File: src/rtl/ahb_bus_arbiter_if.sv
// Request/grant signal bundle between the AHB masters and the bus arbiter.
// The master modport is the arbiter side (it drives the grants); slave is the requester side.
interface ahb_bus_arbiter_if #(
   parameter int unsigned NUM_MASTERS = 4
);
   logic [NUM_MASTERS-1:0] hbusreq;
   logic [NUM_MASTERS-1:0] hlock;
   logic                   hready;
   logic [NUM_MASTERS-1:0] hgrant;
   logic [3:0]             hmaster;
   logic                   hmastlock;

   modport master (
      input  hbusreq,
      input  hlock,
      input  hready,
      output hgrant,
      output hmaster,
      output hmastlock
   );

   modport slave (
      output hbusreq,
      output hlock,
      output hready,
      input  hgrant,
      input  hmaster,
      input  hmastlock
   );
endinterface

File: src/rtl/ahb_bus_arbiter.sv
// Fixed-priority AHB bus arbiter (master 0 highest) with locked-sequence hold and a
// one-transfer lock tail; grant and owner registers only advance on hready cycles.
module ahb_bus_arbiter #(
   parameter int unsigned NUM_MASTERS    = 4,
   parameter int unsigned DEFAULT_MASTER = 0
) (
   input  logic              hclk,
   input  logic              hreset,
   ahb_bus_arbiter_if.master bus
);

   localparam logic [1:0] ST_OPEN      = 2'd0;
   localparam logic [1:0] ST_LOCKED    = 2'd1;
   localparam logic [1:0] ST_LOCK_TAIL = 2'd2;

   localparam logic [NUM_MASTERS-1:0] DEFAULT_GRANT = NUM_MASTERS'(1) << DEFAULT_MASTER;

   logic [1:0]             r_state;
   logic [1:0]             w_state_nxt;
   logic [NUM_MASTERS-1:0] r_grant;
   logic [NUM_MASTERS-1:0] w_grant_nxt;
   logic [NUM_MASTERS-1:0] w_prio_grant;
   logic [3:0]             r_master;
   logic                   r_mastlock;
   logic [3:0]             w_grant_idx;
   logic                   w_own_lock;
   logic                   w_prio_lock;

   // Lowest-index requester wins; the default master is parked on when nobody asks.
   always_comb begin
      w_prio_grant = DEFAULT_GRANT;
      for (int i = NUM_MASTERS - 1; i >= 0; i--) begin
         if (bus.hbusreq[i]) begin
            w_prio_grant = NUM_MASTERS'(1) << i;
         end
      end
   end

   always_comb begin
      w_grant_idx = 4'd0;
      for (int i = 0; i < NUM_MASTERS; i++) begin
         if (r_grant[i]) begin
            w_grant_idx = w_grant_idx | 4'(i);
         end
      end
   end

   // A lock only counts when the same master is also requesting.
   assign w_own_lock  = |(bus.hlock & bus.hbusreq & r_grant);
   assign w_prio_lock = |(bus.hlock & bus.hbusreq & w_prio_grant);

   always_comb begin
      w_grant_nxt = r_grant;
      w_state_nxt = r_state;
      case (r_state)
         ST_OPEN: begin
            if (w_own_lock) begin
               w_state_nxt = ST_LOCKED;
            end else begin
               w_grant_nxt = w_prio_grant;
            end
         end
         ST_LOCKED: begin
            if (!w_own_lock) begin
               w_state_nxt = ST_LOCK_TAIL;
            end
         end
         ST_LOCK_TAIL: begin
            w_grant_nxt = w_prio_grant;
            w_state_nxt = w_prio_lock ? ST_LOCKED : ST_OPEN;
         end
         default: begin
            w_grant_nxt = DEFAULT_GRANT;
            w_state_nxt = ST_OPEN;
         end
      endcase
   end

   always_ff @(posedge hclk) begin
      if (!hreset) begin
         r_state    <= ST_OPEN;
         r_grant    <= DEFAULT_GRANT;
         r_master   <= 4'(DEFAULT_MASTER);
         r_mastlock <= 1'b0;
      end else if (bus.hready) begin
         r_state    <= w_state_nxt;
         r_grant    <= w_grant_nxt;
         r_master   <= w_grant_idx;
         r_mastlock <= w_own_lock;
      end
   end

   assign bus.hgrant    = r_grant;
   assign bus.hmaster   = r_master;
   assign bus.hmastlock = r_mastlock;

endmodule

File: src/flat_wrapper.sv
// flat-port wrapper written by rule: the top's interface ports become plain ports
module ahb_bus_arbiter_flat 
#(
   parameter int unsigned NUM_MASTERS    = 4,
   parameter int unsigned DEFAULT_MASTER = 0
)
  (hclk, hreset, bus_hbusreq, bus_hlock, bus_hready, bus_hgrant, bus_hmaster, bus_hmastlock);
  ahb_bus_arbiter_if #(.NUM_MASTERS(NUM_MASTERS)) bus_i ();
  input  logic hclk;
  input  logic hreset;
  input wire logic [$bits(bus_i.hbusreq)-1:0] bus_hbusreq;
  input wire logic [$bits(bus_i.hlock)-1:0] bus_hlock;
  input wire logic [$bits(bus_i.hready)-1:0] bus_hready;
  output wire logic [$bits(bus_i.hgrant)-1:0] bus_hgrant;
  output wire logic [$bits(bus_i.hmaster)-1:0] bus_hmaster;
  output wire logic [$bits(bus_i.hmastlock)-1:0] bus_hmastlock;
  assign bus_i.hbusreq = bus_hbusreq;
  assign bus_i.hlock = bus_hlock;
  assign bus_i.hready = bus_hready;
  assign bus_hgrant = bus_i.hgrant;
  assign bus_hmaster = bus_i.hmaster;
  assign bus_hmastlock = bus_i.hmastlock;
  ahb_bus_arbiter #(.NUM_MASTERS(NUM_MASTERS), .DEFAULT_MASTER(DEFAULT_MASTER)) u_core (.hclk(hclk), .hreset(hreset), .bus(bus_i));
endmodule
File: config.mk
export PLATFORM = sky130hd
export DESIGN_NAME = ahb_bus_arbiter_flat
export DESIGN_NICKNAME = d
export VERILOG_FILES = /design/src/rtl/ahb_bus_arbiter_if.sv /design/src/rtl/ahb_bus_arbiter.sv /design/src/flat_wrapper.sv
export SDC_FILE = /design/constraint.sdc
export NUM_CORES = 1
export LEC_CHECK = 0
export CAP_MARGIN = 20
export CORE_MARGIN = 4
export CORE_UTILIZATION = 30
export CTS_CLUSTER_SIZE = 16
export DETAILED_ROUTE_END_ITERATION = 10
export PLACE_DENSITY = 0.65
export SYNTH_ARGS = -nofsm -noshare
export SYNTH_HDL_FRONTEND = slang
export SYNTH_SLANG_ARGS = --single-unit
File: constraint.sdc
create_clock -name hclk -period 3.94 [get_ports hclk]
set_clock_uncertainty 0.15 [all_clocks]
set_input_delay 0.394 -clock hclk [delete_from_list [all_inputs] [get_ports hclk]]
set_output_delay 0.394 -clock hclk [all_outputs]
set_load 0.02 [all_outputs]
; Word level (Yosys, flattened, before mapping)
; Cells that the tools add are included.
[totals]
register_bits = 11
inputBits = 11
out_inout_bits = 9
elab_cells = 31
[classes]
eq_ne = 5
mux = 13
bitwise_logic = 4
n_reduce_logical = 5
[op_table]
columns = op, n
row1 = $mux W4, 5
row2 = $and A4 B4 Y4, 3
row3 = $pmux W4 S3, 1
row4 = $mux W2, 4
row5 = $reduce_or A4 Y1, 2
row6 = $pmux W2 S3, 1
row7 = $reduce_and A3 Y1, 2
row8 = $ne A2 B2 Y1 const B, 2
row9 = $eq A2 B1 Y1 const B, 1
row10 = $eq A2 B2 Y1 const B, 1
row11 = $logic_not A2 Y1, 1
row12 = $mux W1, 2
row13 = $ne A2 B1 Y1 const B, 1
row14 = $not A1 Y1, 1

; Depth between registers and ports, before layout
[logic_depth]
depth_word = 8
ltp_mapped = 5
depth_no_buf = 5

; Worst setup path after synthesis
; OpenSTA, ideal clock, no wires.
[synth_timing]
path_type = input-to-reg
startpoint = in bus_hlock[0]
endpoint = reg u_core.r_grant[1] (netlist: u_core.bus.hgrant[1])
setup_ps = 117
t_arrival_ps = 1381
required_time_ps = 3673
path_slack_ps = 2292
stages = 5
n_path_buf = 0
path_cell_list = and2_4 -> a32o_2 -> nor4_4 -> o22ai_1 -> a22o_1
[synth_via]
elab_chain_cells = 5
[synth_lines]
columns = item, line_no
row1 = "start, declared", flat_wrapper.sv:12  ; input wire logic [$bits(bus_i.hlock)-1:0] bus_hlock;
row2 = $and A4 B4 Y4 (2 in a row), ahb_bus_arbiter.sv:49  ; assign w_own_lock = |(bus.hlock & bus.hbusreq & r_grant);
row3 = $reduce_or A4 Y1, ahb_bus_arbiter.sv:49
row4 = $ne A2 B2 Y1 (no source line), --
row5 = $reduce_and A3 Y1 (no source line), --
row6 = "end signal, assigned", ahb_bus_arbiter.sv:87  ; r_grant <= w_grant_nxt;
row7 = "end, declared", ahb_bus_arbiter.sv:20  ; logic [NUM_MASTERS-1:0] r_grant;
; Every way passes these cells.
; A chain may end at the register's enable or synchronous reset.

; Final worst setup path
[layout_timing]
startpoint = in bus_hbusreq[0]
endpoint = reg u_core.r_grant[1] (netlist: u_core.bus.hgrant[1])
[layout_via]
elab_chain_cells = 5
elab_cells_between_ends = 8
classes_between = 1 x eq/ne / 3 x mux / 2 x bitwise / 2 x reduce/logical
[layout_lines]
columns = item, line_no
row1 = "start, declared", flat_wrapper.sv:11  ; input wire logic [$bits(bus_i.hbusreq)-1:0] bus_hbusreq;
row2 = $and A4 B4 Y4 (2 in a row), ahb_bus_arbiter.sv:49
row3 = $reduce_or A4 Y1, ahb_bus_arbiter.sv:49
row4 = $ne A2 B2 Y1 (no source line), --
row5 = $reduce_and A3 Y1 (no source line), --
; Parallel ways exist; a longest one is shown, timed or not. The select of a mux whose other input is x is not followed.

==> key figures <==
Outcome
  – Outcome: completed

Power and ir drop
  – Comb pwr share: 0.220
  – P per Cell Area: around 320 nW/um^2
  – Power Internal: around 0.16 mW
  – Leak pwr: between 0.2 and 0.3 nW
  – Part of the power in registers: 0.454
  – Net switching fraction of the power: 0.270
  – Sw Pwr: between 0.05 and 0.06 mW
  – Clock share of power: 0.326
  – Worst vdd rail ir drop: ~250 uV
  – Pwr Total: between 0.2 and 0.25 mW

Worst setup path
  – Crit-path max FO: 3
  – Critical Path RT: just under 4 ns
  – Worst Setup Start Kind: input pin
  – Slowest CP cell: clkdlybuf4s50_1
  – Critical Path Sink Type: register
  – Worst stage delay on the critical path: between 0.4 and 0.5 ns
  – Bufs and invs on worst path: 1
  – R2R Setup Slk: around 2.4 ns
  – R2r worst-path depth: 4
  – Crit Reg-Reg Startpoint: u_core.bus.hgrant[1]$_SDFFE_PN0P_
  – Crit-path cells: clkdlybuf4s50_1 -> and2_4 -> a32o_2 -> nor4_4 -> o22ai_1 -> a22o_1
  – Crit. Startpoint: bus_hbusreq[0]
  – R2r endpoint: u_core.bus.hgrant[1]$_SDFFE_PN0P_
  – Kind of cell adding the most delay to the critical path: compound AO/OA/AOI/OAI gates
  – Critical Path AT: roughly 1.9 ns
  – Crit Path Category: in -> reg

Final layout
  – Finished Layout Cells: 88
  – # fillers: about 160
  – Synthesis-to-finish area growth: 40.7%
  – Multi-input gate area: approximately 270 sq um
  – Sequential Area: 180 sq um
  – Util after Layout: 0.448
  – Most common cell after layout, fill and taps aside: clkdlybuf4s50_1
  – ANT cells: 0
  – Most frequent cells in the layout: clkdlybuf4s50_1 (17), dfxtp_1 (9), nor2_1 (5), inv_1 (5), o21ai_0 (4)
  – NumNets Final: between 80 and 90
  – Share of cells above drive strength 1: 0.111

Clocking
  – Post-CTS Hold Buffers: 0
  – Max Buffers Root-to-Sink: 2
  – Clk sinks: 9
  – CTS tree: done
  – CTS buffer count: 3
  – Clock root cell: clkbuf_4
  – Clk pin slew, worst setup/hold paths: ~0.060 ns
  – Worst skew pair latency: 0.26 ns
  – H-tree depth: 1
  – Post-CTS setup buffers: 0
  – Post-CTS sizing: 0

Global routing
  – Largest net degree at the start of global routing: 12
  – Total GRT Usage: 0.124
  – GR Overflow Total: 0
  – First-pass GRT wire length: approximately 2000 um
  – Antenna violations before repair: 0
  – Vias in the first global route: roughly 480

Route
  – DRT Pass-1 Iters: 4
  – DR WL/cell: between 10 and 15 um
  – Detailed Route Iter0 Violations: 14
  – Final WL: ~1200 um
  – Routed vias: around 470
  – Vias per cell: around 5.4
  – Antenna violation net count after detailed routing: 0
  – DRC Markers: 0

STA
  – Setup Viol. Count Final: 0
  – Final WS setup: around 2 ns
  – Setup tns final: 0 ns
  – Final count of hold timing violations: 0
  – RSZ-0062 raised after global routing: false
  – Max Slew Vio Count: 0
  – Fin crit period: 1.93 ns
  – Final worst path period share: 0.491
  – Max Freq: just over 500 MHz

Synth
  – Syn_area_per_cell: a little over 9 sq um
  – Number of flops mapped to enable cells by yosys: 0
  – Seq/Total Area, Yosys: 0.371
  – Async SR Flop Fraction: 0
  – Netlist cell types: 27
  – Synth Cell Area: a little under 500 sq um
  – Yosys top cell by area: dfxtp_1
  – Main synth FF type: dfxtp_1
  – Yosys warns: 0
  – Top-area cell type share of the netlist area: 0.371
  – Area contributors post-synth: dfxtp_1 (37%), buf_4 (4.6%), nor4_4 (4.4%), a32o_1 (4.1%), o21ai_0 (4.1%)
  – Yosys reg bits: 9
  – Post-Synthesis Cells: 53

Die
  – Die area: approximately 2300 sq um
  – Initial core utilization: 0.319
  – # IOs: 20
  – # rows: 14
  – Core area: approximately 1500 sq um
  – Die Wd: about 48 um
  – Die height: slightly below 50 um

Min path
  – Min-Delay Path Class: reg -> reg
  – Worst Hold Depth: 2
  – Hold Path Sink: u_core.bus.hgrant[0]$_SDFFE_PN1P_
  – Hold path start: u_core.bus.hgrant[0]$_SDFFE_PN1P_

Placed design
  – Post-Place Setup Slack: 1.75 ns
  – HPWL Detailed: 957 um
  – RePlAce Congestion: 0.840
  – Port Buffers: 17
  – Placed Cells: between 80 and 90

Job
  – Max cap viols: 0
-- power by group through the flow --
stage | Clock [mW] | Combinational [mW] | Sequential [mW]
3_3_place_gp | 0 | 0.0479 | 0.101
5_1_grt | 0.0772 | 0.0526 | 0.0998
6_report | 0.0713 | 0.0481 | 0.0991
4_1_cts | 0.0744 | 0.0483 | 0.0990
3_5_place_dp | 0 | 0.0481 | 0.101
2_1_floorplan | 0 | 0.0229 | 0.105
-- cell families after synthesis --
logic type,Yosys count,share of synthesized area
compound gates,20,0.309
buf+inv,8,0.0851
flops,9,0.371
other cells,1,0.00772
simple gates,15,0.227
-- through the flow --
stage	hold slack [ns]	instance area [sq um]
floorplan	0.340	489
global placement	0.328	657
detailed placement	0.334	657
CTS	0.346	683
global route	0.370	683
finish	0.343	683
-- worst max path at each step --
stage / endpoint / slack, ns / depth (start not counted)
3_5_place_dp: u_core.bus.hgrant[1]$_SDFFE_PN0P_ / 1.75 / 6
6_report: u_core.bus.hgrant[1]$_SDFFE_PN0P_ / 2.01 / 6
5_1_grt: u_core.bus.hgrant[1]$_SDFFE_PN0P_ / 1.94 / 6
3_3_place_gp: u_core.bus.hgrant[2]$_SDFFE_PN0P_ / 1.76 / 6
4_1_cts: u_core.bus.hgrant[1]$_SDFFE_PN0P_ / 2.02 / 6
2_1_floorplan: u_core.bus.hgrant[1]$_SDFFE_PN0P_ / 2.29 / 5
-- synth_stat cells, types with 2 or more instances --
| cell | count |
|---|---|
| inv_1 | 5 |
| a211oi_1 | 2 |
| dfxtp_1 | 9 |
| and3_1 | 2 |
| o21ai_0 | 4 |
| a21oi_1 | 3 |
| buf_4 | 3 |
| nor2_1 | 5 |
| a32o_1 | 2 |
-- registers in the layout, indices dropped and copies added, names as in the netlist --
| register | flops |
|---|---|
| u_core.bus.hgrant | 4 |
| u_core.bus.hmastlock | 1 |
| u_core.r_state | 2 |
| u_core.bus.hmaster | 2 |
-- worst register-to-register path: stages, from the launching register on --
cell,delay (ns)
dfxtp_1,0.35
a32o_2,0.30
nor4_4,0.27
o22ai_1,0.15
a22o_1,0.26
-- layout make-up --
class / instances / area share
sequential: 9 / 0.264
timing repair buffer: 17 / 0.249
multi-input combinational: 37 / 0.392
clock buffer: 4 / 0.0385
tap: 16 / 0.0293
inverter: 5 / 0.0275
-- layer usage --
layer  part of all wire  global-route usage  up-vias
met1               0.45               0.152      218
met2               0.47               0.185       16
li1                   -                   -      236
met3              0.064              0.0554        2
met5                  0                   0        -
met4             0.0084              0.0538        0
(Power assumes the default switching activity.)
